$ cat src/rtl/aes_pnm_seq_ctrl_if.sv
// Command/status and array-strobe bundle between host, round-key supplier and
// the AES near-memory round sequencer.
interface aes_pnm_seq_ctrl_if #(
   parameter int ADDR_W = 6,
   parameter int BLK_W  = 4
);
   logic              start;
   logic              abort;
   logic              enc_dec;
   logic [1:0]        key_mode;
   logic [ADDR_W-1:0] base_addr;
   logic [BLK_W-1:0]  num_blocks;
   logic              rk_ack;
   logic              busy;
   logic              done;
   logic              err;
   logic              sra_en;
   logic              pe_en;
   logic              load_psum;
   logic              subbytes_sel;
   logic              mem_wr_en;
   logic [1:0]        op_sel;
   logic              inv_sel;
   logic [ADDR_W-1:0] row_addr;
   logic [ADDR_W-1:0] mem_wr_row;
   logic [3:0]        round;
   logic [BLK_W-1:0]  blk_idx;
   logic              rk_req;

   modport master (
      output start, abort, enc_dec, key_mode, base_addr, num_blocks, rk_ack,
      input  busy, done, err, sra_en, pe_en, load_psum, subbytes_sel, mem_wr_en,
             op_sel, inv_sel, row_addr, mem_wr_row, round, blk_idx, rk_req
   );

   modport slave (
      input  start, abort, enc_dec, key_mode, base_addr, num_blocks, rk_ack,
      output busy, done, err, sra_en, pe_en, load_psum, subbytes_sel, mem_wr_en,
             op_sel, inv_sel, row_addr, mem_wr_row, round, blk_idx, rk_req
   );
endinterface

$ cat src/rtl/aes_pnm_seq_ctrl.sv
// Multi-block AES-128/192/256 round sequencer for the FeRAM near-memory array.
// Optional round-key handshake in KEY is enabled by defining AES_PNM_RKREQ_EN.
module aes_pnm_seq_ctrl #(
   parameter int ROWS   = 4,
   parameter int ADDR_W = 6,
   parameter int BLK_W  = 4
) (
   input  logic                clk,
   input  logic                rst_n,
   aes_pnm_seq_ctrl_if.slave   bus
);
   localparam int RC_W = (ROWS > 1) ? $clog2(ROWS) : 1;

   typedef enum logic [2:0] {
      IDLE, LOAD, SUB, MIX, KEY, STORE, NEXT, DONE
   } state_t;

   state_t            state, nxt;
   logic [RC_W-1:0]   row_cnt;
   logic [3:0]        round_q;
   logic [BLK_W-1:0]  blk_q;
   logic              err_q;
   logic              enc_q;
   logic [3:0]        nr_q;
   logic [ADDR_W-1:0] base_q;
   logic [BLK_W-1:0]  nblk_q;

   logic              row_last, first_round, last_round, last_blk, illegal, key_go;
   logic [ADDR_W-1:0] addr;

   function automatic logic [3:0] nr_of(input logic [1:0] km);
      case (km)
         2'b00:   nr_of = 4'd10;
         2'b01:   nr_of = 4'd12;
         default: nr_of = 4'd14;
      endcase
   endfunction

`ifdef AES_PNM_RKREQ_EN
   assign key_go = bus.rk_ack;
`else
   logic unused_rk_ack;
   assign unused_rk_ack = bus.rk_ack;
   assign key_go        = 1'b1;
`endif

   assign row_last    = (row_cnt == RC_W'(ROWS - 1));
   // first_round is the round with no SubBytes (r=0 enc, r=Nr dec); last_round ends the block
   assign first_round = enc_q ? (round_q == 4'd0) : (round_q == nr_q);
   assign last_round  = enc_q ? (round_q == nr_q) : (round_q == 4'd0);
   assign last_blk    = (blk_q == nblk_q - BLK_W'(1));
   assign illegal     = (bus.key_mode == 2'b11) || (bus.num_blocks == '0);
   assign addr        = base_q + ADDR_W'(32'(blk_q) * ROWS) + ADDR_W'(row_cnt);

   always_ff @(posedge clk or negedge rst_n) begin
      if (!rst_n) state <= IDLE;
      else        state <= nxt;
   end

   always_comb begin
      nxt = state;
      case (state)
         IDLE:    if (bus.start) nxt = illegal ? DONE : LOAD;
         LOAD:    if (row_last) nxt = first_round ? KEY : SUB;
         SUB:     nxt = (enc_q && !last_round) ? MIX : KEY;
         MIX:     nxt = enc_q ? KEY : STORE;
         KEY:     if (key_go) nxt = (enc_q || first_round || last_round) ? STORE : MIX;
         STORE:   if (row_last) nxt = NEXT;
         NEXT:    nxt = (last_round && last_blk) ? DONE : LOAD;
         DONE:    nxt = IDLE;
         default: nxt = IDLE;
      endcase
      if (bus.abort) nxt = IDLE;
   end

   always_ff @(posedge clk or negedge rst_n) begin
      if (!rst_n) begin
         row_cnt <= '0;
         round_q <= '0;
         blk_q   <= '0;
         err_q   <= 1'b0;
      end else if (nxt == IDLE) begin
         row_cnt <= '0;
         round_q <= '0;
         blk_q   <= '0;
         err_q   <= 1'b0;
      end else begin
         case (state)
            IDLE: begin
               row_cnt <= '0;
               blk_q   <= '0;
               err_q   <= illegal;
               if (!illegal) round_q <= bus.enc_dec ? 4'd0 : nr_of(bus.key_mode);
            end
            LOAD, STORE: row_cnt <= row_last ? '0 : row_cnt + RC_W'(1);
            NEXT: begin
               if (!last_round)
                  round_q <= enc_q ? round_q + 4'd1 : round_q - 4'd1;
               else if (!last_blk) begin
                  blk_q   <= blk_q + BLK_W'(1);
                  round_q <= enc_q ? 4'd0 : nr_q;
               end
            end
            default: ;
         endcase
      end
   end

   // Command fields are only observed while busy, so they need no reset
   always_ff @(posedge clk) begin
      if (state == IDLE && bus.start) begin
         enc_q  <= bus.enc_dec;
         nr_q   <= nr_of(bus.key_mode);
         base_q <= bus.base_addr;
         nblk_q <= bus.num_blocks;
      end
   end

   always_comb begin
      bus.busy         = (state != IDLE);
      bus.done         = 1'b0;
      bus.err          = 1'b0;
      bus.sra_en       = 1'b0;
      bus.pe_en        = 1'b0;
      bus.load_psum    = 1'b0;
      bus.subbytes_sel = 1'b0;
      bus.mem_wr_en    = 1'b0;
      bus.op_sel       = 2'b00;
      bus.inv_sel      = (state != IDLE) && !enc_q;
      bus.row_addr     = '0;
      bus.mem_wr_row   = '0;
      bus.round        = round_q;
      bus.blk_idx      = blk_q;
      bus.rk_req       = 1'b0;
      case (state)
         LOAD: begin
            bus.sra_en    = 1'b1;
            bus.pe_en     = 1'b1;
            bus.load_psum = 1'b1;
            bus.row_addr  = addr;
         end
         SUB: begin
            bus.pe_en        = 1'b1;
            bus.load_psum    = 1'b1;
            bus.subbytes_sel = 1'b1;
         end
         MIX: begin
            bus.pe_en  = 1'b1;
            bus.op_sel = 2'b10;
         end
         KEY: begin
            bus.pe_en  = key_go;
            bus.op_sel = key_go ? 2'b01 : 2'b00;
`ifdef AES_PNM_RKREQ_EN
            bus.rk_req = 1'b1;
`endif
         end
         STORE: begin
            bus.mem_wr_en  = 1'b1;
            bus.mem_wr_row = addr;
         end
         DONE: begin
            bus.done = 1'b1;
            bus.err  = err_q;
         end
         default: ;
      endcase
   end
endmodule

$ cat src/flat_wrapper.sv
// flat-port wrapper written by rule: the top's interface ports become plain ports
module aes_pnm_seq_ctrl_flat 
#(
   parameter int ROWS   = 4,
   parameter int ADDR_W = 6,
   parameter int BLK_W  = 4
)
  (clk, rst_n, bus_start, bus_abort, bus_enc_dec, bus_key_mode, bus_base_addr, bus_num_blocks, bus_rk_ack, bus_busy, bus_done, bus_err, bus_sra_en, bus_pe_en, bus_load_psum, bus_subbytes_sel, bus_mem_wr_en, bus_op_sel, bus_inv_sel, bus_row_addr, bus_mem_wr_row, bus_round, bus_blk_idx, bus_rk_req);
  aes_pnm_seq_ctrl_if #(.ADDR_W(ADDR_W), .BLK_W(BLK_W)) bus_i ();
  input  logic clk;
  input  logic rst_n;
  input wire logic [$bits(bus_i.start)-1:0] bus_start;
  input wire logic [$bits(bus_i.abort)-1:0] bus_abort;
  input wire logic [$bits(bus_i.enc_dec)-1:0] bus_enc_dec;
  input wire logic [$bits(bus_i.key_mode)-1:0] bus_key_mode;
  input wire logic [$bits(bus_i.base_addr)-1:0] bus_base_addr;
  input wire logic [$bits(bus_i.num_blocks)-1:0] bus_num_blocks;
  input wire logic [$bits(bus_i.rk_ack)-1:0] bus_rk_ack;
  output wire logic [$bits(bus_i.busy)-1:0] bus_busy;
  output wire logic [$bits(bus_i.done)-1:0] bus_done;
  output wire logic [$bits(bus_i.err)-1:0] bus_err;
  output wire logic [$bits(bus_i.sra_en)-1:0] bus_sra_en;
  output wire logic [$bits(bus_i.pe_en)-1:0] bus_pe_en;
  output wire logic [$bits(bus_i.load_psum)-1:0] bus_load_psum;
  output wire logic [$bits(bus_i.subbytes_sel)-1:0] bus_subbytes_sel;
  output wire logic [$bits(bus_i.mem_wr_en)-1:0] bus_mem_wr_en;
  output wire logic [$bits(bus_i.op_sel)-1:0] bus_op_sel;
  output wire logic [$bits(bus_i.inv_sel)-1:0] bus_inv_sel;
  output wire logic [$bits(bus_i.row_addr)-1:0] bus_row_addr;
  output wire logic [$bits(bus_i.mem_wr_row)-1:0] bus_mem_wr_row;
  output wire logic [$bits(bus_i.round)-1:0] bus_round;
  output wire logic [$bits(bus_i.blk_idx)-1:0] bus_blk_idx;
  output wire logic [$bits(bus_i.rk_req)-1:0] bus_rk_req;
  assign bus_i.start = bus_start;
  assign bus_i.abort = bus_abort;
  assign bus_i.enc_dec = bus_enc_dec;
  assign bus_i.key_mode = bus_key_mode;
  assign bus_i.base_addr = bus_base_addr;
  assign bus_i.num_blocks = bus_num_blocks;
  assign bus_i.rk_ack = bus_rk_ack;
  assign bus_busy = bus_i.busy;
  assign bus_done = bus_i.done;
  assign bus_err = bus_i.err;
  assign bus_sra_en = bus_i.sra_en;
  assign bus_pe_en = bus_i.pe_en;
  assign bus_load_psum = bus_i.load_psum;
  assign bus_subbytes_sel = bus_i.subbytes_sel;
  assign bus_mem_wr_en = bus_i.mem_wr_en;
  assign bus_op_sel = bus_i.op_sel;
  assign bus_inv_sel = bus_i.inv_sel;
  assign bus_row_addr = bus_i.row_addr;
  assign bus_mem_wr_row = bus_i.mem_wr_row;
  assign bus_round = bus_i.round;
  assign bus_blk_idx = bus_i.blk_idx;
  assign bus_rk_req = bus_i.rk_req;
  aes_pnm_seq_ctrl #(.ROWS(ROWS), .ADDR_W(ADDR_W), .BLK_W(BLK_W)) u_core (.clk(clk), .rst_n(rst_n), .bus(bus_i));
endmodule
$ cat config.mk
export PLATFORM = sky130hd
export DESIGN_NAME = aes_pnm_seq_ctrl_flat
export DESIGN_NICKNAME = d
export VERILOG_FILES = /design/src/rtl/aes_pnm_seq_ctrl_if.sv /design/src/rtl/aes_pnm_seq_ctrl.sv /design/src/flat_wrapper.sv
export SDC_FILE = /design/constraint.sdc
export NUM_CORES = 1
export LEC_CHECK = 0
export CORE_MARGIN = 2
export CORE_UTILIZATION = 53
export DETAILED_ROUTE_END_ITERATION = 8
export GPL_ROUTABILITY_DRIVEN = 0
export PLACE_DENSITY_LB_ADDON = 0.25
export SLEW_MARGIN = 20
export SYNTH_ARGS = -nofsm -noshare
export SYNTH_HDL_FRONTEND = slang
export SYNTH_SLANG_ARGS = --single-unit
$ cat constraint.sdc
create_clock -name clk -period 6.8 [get_ports clk]
set_input_delay 2.04 -clock clk [delete_from_list [all_inputs] [get_ports clk]]
set_output_delay 2.04 -clock clk [all_outputs]
set_load 0.05 [all_outputs]
==> metrics.txt <==
initial antenna violation count=0; maximum VDD drop=0.206 mV; Crit path required time=4.76 ns; EDFF count, synth=13; vias in the first global route=1508; First-pass DRT Iterations=4; Die Ht=65.5 microns; pins over their slew limit=0; Initial Utilization=0.548; clk slew on worst S/H paths=0.08 ns; asr flop ratio synth=0.519; Post-Route WL=4320 microns; Tcrit/Tclk final=0.691; Vias=around 1700; port bufs=between 40 and 50; hold crit path type=flop to flop; cell with the most instances after synthesis=nor2_1; Total Power=0.00102 W; first-pass GRT wire length=7130 microns; # fillers=288; core area=0.00366 sq mm; Seq/Total Area, Yosys=0.369; Startpoint Class=flop; layout cell share with drive strength beyond 1=0.121; Setup CP Type=flop to output port; Syn Area/Cell=9.84 sq um; power per cell area=400 mW/mm^2; CP Cell Sequence=ha_1 -> a21o_1 -> a21oi_1 -> o21bai_1 -> a21oi_1 -> xnor2_1 -> nor2_1 -> clkdlybuf4s50_1; Max Root-Sink Buffers=2; Finished Layout Cells=296; crit path time final=4.70 ns; die area=around 0.0043 sq mm; crit-path max FO=2; Mapped Cells=204; clock sinks=27; Critical Path AT=2.66 ns; pre-CTS WS=2.39 ns; CP peak stage delay=around 0.8 ns; setup tns final=0 ns; ant diodes=0; Yosys top cell by area=edfxtp_1; Final Net Count=279; Final Hold Fails=0; TritonCTS buffer count=3; max-capacitance violation count=0; HP Start=u_core.err_q; hpwl dp=3350 microns; grt ovf=0; Final Setup Violations=0; antenna-violating nets left=0; # IOs=50; slowest CP cell=clkdlybuf4s50_1; Synth Cell Area=roughly 0.0020 sq mm; DR WL/cell=14.6 microns; DR iter-0 viols=142; site row count=22; syn_nets=around 230; root buffer cell=clkbuf_8; Max Freq=213 MHz; drt drc=0; Finished Core Util=0.694; Post-CTS Setup Bufs=0; fin worst setup slack=about 2.1 ns; Post-Place Cells=292; Yosys warnings=0; Rel. slew slack=0.205; worst path bufs/invs=1; post-synthesis register bit count=27; Worst Setup SP=u_core.base_q[1]; RSZ-0062 raised after global routing=no; Top Family by Delay on Critical Path=buffers and inverters; H-tree Lvls=1; Commonest cells post-synth=nor2_1 (20), dfrtp_1 (14), edfxtp_1 (13); status=completed; overall die width=65.5 microns; Via density=5.70; worst-margin pin slew=1.19 ns; worst clock skew=0.00441 ns; post_cts resized=0; GRT Util Overall=0.217; Worst path most repeated cell=a21oi_1; pin count of the biggest net entering global routing=17; cts hold-fix bufs=0; Crit. End Element=output port; Netlist cell types=61; CTS tree=yes; Leak=1.01 nW; reg2reg start=u_core.bus.round[1]; ys flop type=dfrtp_1; Clk Latency, worst-skew pair=around 0.27 ns; largest cells by area after synthesis=edfxtp_1 (19%), dfrtp_1 (17%), ha_1 (6.2%), xnor2_1 (4.4%), nor2_1 (3.7%); Area growth, synth to finish=26.7%; area fraction of the dominant cell type after synthesis=0.195
## routing by layer
metal  track usage  vias to the layer above  part of all wire
li1              -                      835                 -
met1         0.311                      781              0.46
met2         0.356                       66              0.47
met3        0.0154                        5             0.055
met4        0.0625                        0             0.011
met5             0                        -                 0
## worst reg2reg max path: cells and delay by family, from the launching register on
family          cells  cell delay, ns
compound gates      4            1.57
flops               1            0.52
simple gates        2            0.68
## flip-flops by register name (all words and copies together) (netlist names)
signal              count
u_core.row_cnt          2
u_core.err_q            1
u_core.enc_q            1
u_core.bus.round        4
u_core.nr_q             2
u_core.nblk_q           4
u_core.state            3
u_core.base_q           6
u_core.bus.blk_idx      4
## layout by cell type (no fill, tap or decap), types with 2 or more instances in the layout
cell	instances
clkbuf_8	3
a21oi_1	10
nor3_2	4
a21o_1	2
and3_1	2
inv_2	3
xnor2_1	10
inv_1	8
fa_1	2
a41oi_1	3
clkdlybuf4s50_1	47
nor3_1	9
nand2_1	10
nand3_1	6
o21a_1	2
xor2_1	5
nor2_2	4
nand2b_1	3
nor2b_1	3
mux2i_1	3
o21ai_0	4
dfrtp_1	14
nor2_1	20
ha_1	10
or2_2	3
edfxtp_1	13
and2_1	7
a21oi_2	3
a211o_1	2
a211oi_2	3
## where the power goes
part	internal (W)	switching (W)	total (W)
clock network	0.0000420	0.0000470	0.0000890
registers	0.000214	0.0000613	0.000275
logic	0.000238	0.000414	0.000652
total	0.000494	0.000523	0.00102
## cells by family after synthesis
logic type | Yosys count | synth area share
and+or+nand+nor | 83 | 0.234
AOI/OAI and AO/OA | 43 | 0.171
DFF | 27 | 0.369
buffers and inverters | 18 | 0.0405
xor gates and xnor gates | 17 | 0.0854
adders and majority gates | 12 | 0.0823
muxes | 3 | 0.0150
other | 1 | 0.00187
## layout make-up
cell class                 count  area [sq um]  share of cell area
inverter                      11          41.3              0.0162
tap                           48          60.1              0.0236
clock buffer                   4          45.0              0.0177
sequential                    27           741               0.291
multi-input combinational    159          1180               0.466
timing repair buffer          47           470               0.185
## worst paths after layout
kind                                         end  cells past startpoint  slack, ns
hold / removal                      u_core.err_q                      2       0.52
min in group asynchronous    u_core.bus.round[1]                      1       2.17
setup / recovery                 bus_row_addr[5]                      8       2.10
setup reg to reg           u_core.bus.blk_idx[3]                      6       3.85
hold reg to reg                     u_core.err_q                      2       0.52
max in group asynchronous      u_core.row_cnt[1]                      1       4.21
## stage by stage
| stage | instance area (sq um) | hold WS (ns) |
|---|---|---|
| 6_report | 2540 | 0.523 |
| 2_1_floorplan | 2010 | 0.488 |
| 3_5_place_dp | 2500 | 0.513 |
| 3_3_place_gp | 2500 | 0.502 |
| 5_1_grt | 2540 | 0.567 |
| 4_1_cts | 2540 | 0.533 |
Power figures use the tool's default switching activity.
